`config.mk`:
```
export PLATFORM = sky130hd
export DESIGN_NAME = registry_dump
export DESIGN_NICKNAME = d
export VERILOG_FILES = /design/src/rtl/registry_pkg.sv /design/src/rtl/registry_dump.sv
export SDC_FILE = /design/constraint.sdc
export NUM_CORES = 1
export LEC_CHECK = 0
export ABC_AREA = 1
export CORE_MARGIN = 2
export CORE_UTILIZATION = 52
export CTS_BUF_LIST = sky130_fd_sc_hd__clkbuf_4
export DETAILED_ROUTE_END_ITERATION = 7
export GPL_TIMING_DRIVEN = 0
export PLACE_DENSITY_LB_ADDON = 0.25
export SLEW_MARGIN = 0
export SYNTH_ARGS = -nofsm -noshare
export SYNTH_HDL_FRONTEND = slang
export SYNTH_SLANG_ARGS = --single-unit
```
`constraint.sdc`:
```
create_clock -name clk -period 5.8 [get_ports clk]
set_input_delay 0.58 -clock clk [delete_from_list [all_inputs] [get_ports clk]]
set_output_delay 0.58 -clock clk [all_outputs]
set_load 0.01 [all_outputs]
```
`src/rtl/registry_pkg.sv`:
```
// Shared definitions for the registry write path and its readback serialiser.
// Both sides use pack_word so the {address, value} word layout cannot drift apart.
package registry_pkg;

    localparam int C_UART_DATA_WIDTH_DEF = 8;
    localparam int C_REG_WIDTH_DEF       = 5;

    function automatic int reg_count_width(input int uart_w, input int reg_w);
        return uart_w - reg_w;
    endfunction

    function automatic int reg_count(input int uart_w, input int reg_w);
        return 1 << reg_count_width(uart_w, reg_w);
    endfunction

    function automatic int reg_port_width(input int uart_w, input int reg_w);
        return reg_count(uart_w, reg_w) * reg_w;
    endfunction

    typedef enum logic [1:0] {
        IDLE,
        LOAD,
        SEND,
        RELEASE
    } state_t;

    // Callers pass zero-extended fields and truncate the result to the UART width.
    function automatic logic [31:0] pack_word(input logic [31:0] addr,
                                              input logic [31:0] value,
                                              input int          reg_w);
        return (addr << reg_w) | value;
    endfunction

endpackage

```
`src/rtl/registry_dump.sv`:
```
// Serialises a snapshot of the register bank as {address, value} words over a four-phase
// valid/ack handshake. Define REGISTRY_DUMP_ONCHANGE_EN to add automatic dumps of changed registers.
module registry_dump
    import registry_pkg::*;
#(
    parameter  int C_UART_DATA_WIDTH = C_UART_DATA_WIDTH_DEF,
    parameter  int C_REG_WIDTH       = C_REG_WIDTH_DEF,
    localparam int C_REG_COUNT_WIDTH = reg_count_width(C_UART_DATA_WIDTH, C_REG_WIDTH),
    localparam int C_REG_COUNT       = reg_count(C_UART_DATA_WIDTH, C_REG_WIDTH),
    localparam int C_REG_PORT_WIDTH  = reg_port_width(C_UART_DATA_WIDTH, C_REG_WIDTH)
) (
    input  logic                         clk,
    input  logic                         rstb,
    input  logic [C_REG_PORT_WIDTH-1:0]  register,
    input  logic                         dump,
    output logic [C_UART_DATA_WIDTH-1:0] data,
    output logic                         valid,
    input  logic                         ack,
    output logic                         busy,
    output logic                         done
);

    localparam logic [C_REG_COUNT_WIDTH-1:0] LAST_ADDR = C_REG_COUNT_WIDTH'(C_REG_COUNT - 1);

    state_t                         state_q;
    logic [C_REG_COUNT_WIDTH-1:0]   addr_q;
    logic [C_REG_WIDTH-1:0]         snap_q [C_REG_COUNT];
    logic [C_UART_DATA_WIDTH-1:0]   data_q;
    logic                           valid_q;
    logic                           busy_q;
    logic                           done_q;
    logic                           pend_q;
    logic                           start_auto;
    logic                           skip;

`ifdef REGISTRY_DUMP_ONCHANGE_EN
    logic [C_REG_WIDTH-1:0]         last_q [C_REG_COUNT];
    logic                           auto_q;

    always_comb begin
        start_auto = 1'b0;
        for (int i = 0; i < C_REG_COUNT; i++) begin
            if (register[i*C_REG_WIDTH +: C_REG_WIDTH] != last_q[i]) begin
                start_auto = 1'b1;
            end
        end
    end

    // Automatic dumps only send registers that differ from what the host last saw.
    assign skip = auto_q && (snap_q[addr_q] == last_q[addr_q]);
`else
    assign start_auto = 1'b0;
    assign skip       = 1'b0;
`endif

    always_ff @(posedge clk) begin
        if (!rstb) begin
            state_q <= IDLE;
            addr_q  <= '0;
            data_q  <= '0;
            valid_q <= 1'b0;
            busy_q  <= 1'b0;
            done_q  <= 1'b0;
            pend_q  <= 1'b0;
`ifdef REGISTRY_DUMP_ONCHANGE_EN
            auto_q  <= 1'b0;
            for (int i = 0; i < C_REG_COUNT; i++) begin
                last_q[i] <= '0;
            end
`endif
        end else begin
            done_q <= 1'b0;
            if (busy_q && dump) begin
                pend_q <= 1'b1;
            end
            case (state_q)
                IDLE: begin
                    if (dump || pend_q || start_auto) begin
                        for (int i = 0; i < C_REG_COUNT; i++) begin
                            snap_q[i] <= register[i*C_REG_WIDTH +: C_REG_WIDTH];
                        end
                        addr_q  <= '0;
                        busy_q  <= 1'b1;
                        pend_q  <= 1'b0;
                        state_q <= LOAD;
`ifdef REGISTRY_DUMP_ONCHANGE_EN
                        auto_q  <= !(dump || pend_q);
`endif
                    end
                end
                LOAD: begin
                    if (skip) begin
                        if (addr_q == LAST_ADDR) begin
                            done_q  <= 1'b1;
                            busy_q  <= 1'b0;
                            state_q <= IDLE;
                        end else begin
                            addr_q <= addr_q + 1'b1;
                        end
                    end else begin
                        data_q  <= C_UART_DATA_WIDTH'(pack_word(32'(addr_q), 32'(snap_q[addr_q]),
                                                               C_REG_WIDTH));
                        state_q <= SEND;
                    end
                end
                SEND: begin
                    // valid rises one edge after data so the word is stable a cycle early.
                    if (!valid_q) begin
                        valid_q <= 1'b1;
                    end else if (ack) begin
                        valid_q <= 1'b0;
                        state_q <= RELEASE;
`ifdef REGISTRY_DUMP_ONCHANGE_EN
                        last_q[addr_q] <= snap_q[addr_q];
`endif
                    end
                end
                RELEASE: begin
                    if (!ack) begin
                        if (addr_q == LAST_ADDR) begin
                            done_q  <= 1'b1;
                            busy_q  <= 1'b0;
                            state_q <= IDLE;
                        end else begin
                            addr_q  <= addr_q + 1'b1;
                            state_q <= LOAD;
                        end
                    end
                end
                default: state_q <= IDLE;
            endcase
        end
    end

    assign data  = data_q;
    assign valid = valid_q;
    assign busy  = busy_q;
    assign done  = done_q;

endmodule

```
==> metrics <==
Unique masters post-synth=20; vias in the first global route=1870; clock root buffer=clkbuf_4; Leak=1.40 nW; VDD IR max=168 uV; Tmin final=2.14 ns; Vias per Instance=4.79; post-route cell area=3320 um^2; Core Area=4720 um^2; Reg area=1600 um^2; clock sinks=60; DP HPWL=3.55 mm; post-route ant nets=0; Final Cycle Share=37.0%; skew final=0.0114 ns; iteration count of the initial detailed-routing pass=4; switch share=30.3%; Clock Power Share=20.7%; worst path required time=5.90 ns; final-report hold violation count=0; top area cells in the synthesized netlist=edfxtp_1 (47%), dfxtp_1 (16%), nand2_1 (8.7%), nand3_1 (6.5%), inv_1 (4.4%); CTS clock-pin slew for the worst setup and hold paths=0.10 ns; CTS tree=built; largest net degree at the start of global routing=15; synth warn=0; setup TNS=0 ns; CP Launch Type=register; final setup violation count=0; part of the power in combinational logic=28.4%; internal power=0.793 mW; WS Path Type=register to register; Worst EP arrival=2.24 ns; Slew Limit Fails=0; fraction of registers with async set/reset=0%; die span in y=74.1 um; outcome=finished clean; Hold WS=0.482 ns; CTS H-tree depth=3; Synth area leader=edfxtp_1; Final nets=381; fmax=466 MHz; most frequent cells in the layout=nand2_1 (59), clkdlybuf4s50_1 (54), edfxtp_1 (40); Die ar.=5490 um^2; starting density of the core=54.1%; # Post-CTS Setup Buffers=0; ant diodes=0; Boundary Pins=55; initial antenna violation count=0; area of the multi-input gates=728 um^2; share of cells above drive strength 1=15.0%; Placer Congestion=0.778; Cells after Synth=261; filler-free cell count of the finished design=401; Sw Pwr=0.345 mW; # port buffers=54; Max Cap Violations=0; Fillers=353; clk_lat worst skew=0.40 ns; DP Cell Count=385; syn_area_per_cell=9.78 um^2; power per cell area=342 nW/um^2; DRC violations left=0; area delta synth->final=30.1%; vias=1921; worst-margin pin slew=0.554 ns; GRT Total Usage=20.4%; Post-synth EDFFs=40; sequential area share after synthesis=62.7%; post_cts resized=0; share of Yosys cell area claimed by the top area cell type=47.0%; net count after synthesis=313; site row count=25; FF+latch count, synth=60; drt initial violations=91; GRT overflow=0; Max FO, Critical Path=13; Hold WC Path Type=register to register; crit path capture type=register; max_slew headroom=62.8%; unrepaired setup endpoints after global routing=false; commonest non-fill, non-tap cell in the layout=nand2_1; Post-Synthesis Cell Area=2550 um^2; die span in x=74.1 um; Placement Cell Area=3220 um^2; Avg WL per Cell=11.9 um; Routed WL=4.79 mm; CTS max path bufs=2; sequential power share=50.8%; Synth Flop Type=edfxtp_1; first-pass GRT wire length=8.10 mm; cts hold-fix bufs=0; total CTS buffers=9
==> through the flow <==
| step | util [%] | power [mW] | worst slack [ns] |
|---|---|---|---|
| after floorplan | - | 0.777 | 1.75 |
| after global placement | 67.3 | 0.894 | 0.374 |
| after detailed placement | 68.1 | 0.914 | 3.27 |
| after CTS | 70.4 | 1.15 | 3.65 |
| after global routing | 70.4 | 1.22 | 3.49 |
| final | 70.4 | 1.14 | 3.66 |
==> metal layers <==
metal / GRT usage [%] / vias to the layer above / wire length [um]
met5: 0 / - / 0
met4: 10.3 / 0 / 118
met3: 5.83 / 12 / 244
met2: 34.5 / 61 / 2420
met1: 23.9 / 860 / 2000
li1: - / 988 / -
==> area by class of cell <==
class,instances,share of cell area [%]
sequential,60,48.2
multi-input combinational,142,21.9
timing repair buffer,57,17.3
inverter,52,5.87
clock buffer,12,2.71
tap,67,2.52
buffer,7,1.02
clock inverter,4,0.489
==> synth_stat cells, drive strengths merged, types with 2 or more instances <==
master / instances
edfxtp: 40
nand2: 61
nor2: 3
nand3: 33
nand4: 2
dfxtp: 20
a21oi: 19
nand3b: 2
o21ai: 9
nor3: 3
ha: 8
inv: 52
buf: 6
==> flip-flops by register name, indices dropped and copies added (netlist names), named ones only <==
register / flops
addr_q: 3
busy: 1
data: 8
done: 1
pend_q: 1
snap_q: 40
state_q: 2
valid: 1
==> critical path, cell delays in order (launching register included) <==
cell	delay, ns
dfxtp_1	0.38
inv_1	0.15
ha_1	0.30
inv_1	0.10
nor3_2	0.50
buf_6	0.23
buf_6	0.18
==> cells by family (layout without fill, tap and decap cells) <==
logic type               Yosys count  after routing  share of synthesized area (%)
adder cells (fa/ha/maj)            8              8                           3.92
flip-flops                        60             60                           62.7
AO/OA/AOI/OAI                     30             30                           6.57
AND/OR/NAND/NOR                  104            104                           17.8
buffers and inverters             59            132                           8.97
==> final timing paths <==
check | start | to | slack, ns | depth (start not counted)
worst max-delay path | state_q[0] | snap_q[3][3] | 3.66 | 6
worst min-delay path | valid | valid | 0.48 | 2
worst max register to register | state_q[0] | snap_q[3][3] | 3.66 | 6
worst min register to register | valid | valid | 0.48 | 2
==> power groups by stage <==
stage               sequential, mW  clock (mW)  combinational, mW
global placement             0.592           0              0.302
floorplan                    0.600           0              0.177
global route                 0.588       0.265              0.368
finish                       0.579       0.236              0.323
detailed placement           0.589           0              0.325
CTS                          0.579       0.244              0.326
No activity file was read; power rests on OpenSTA's default activity.
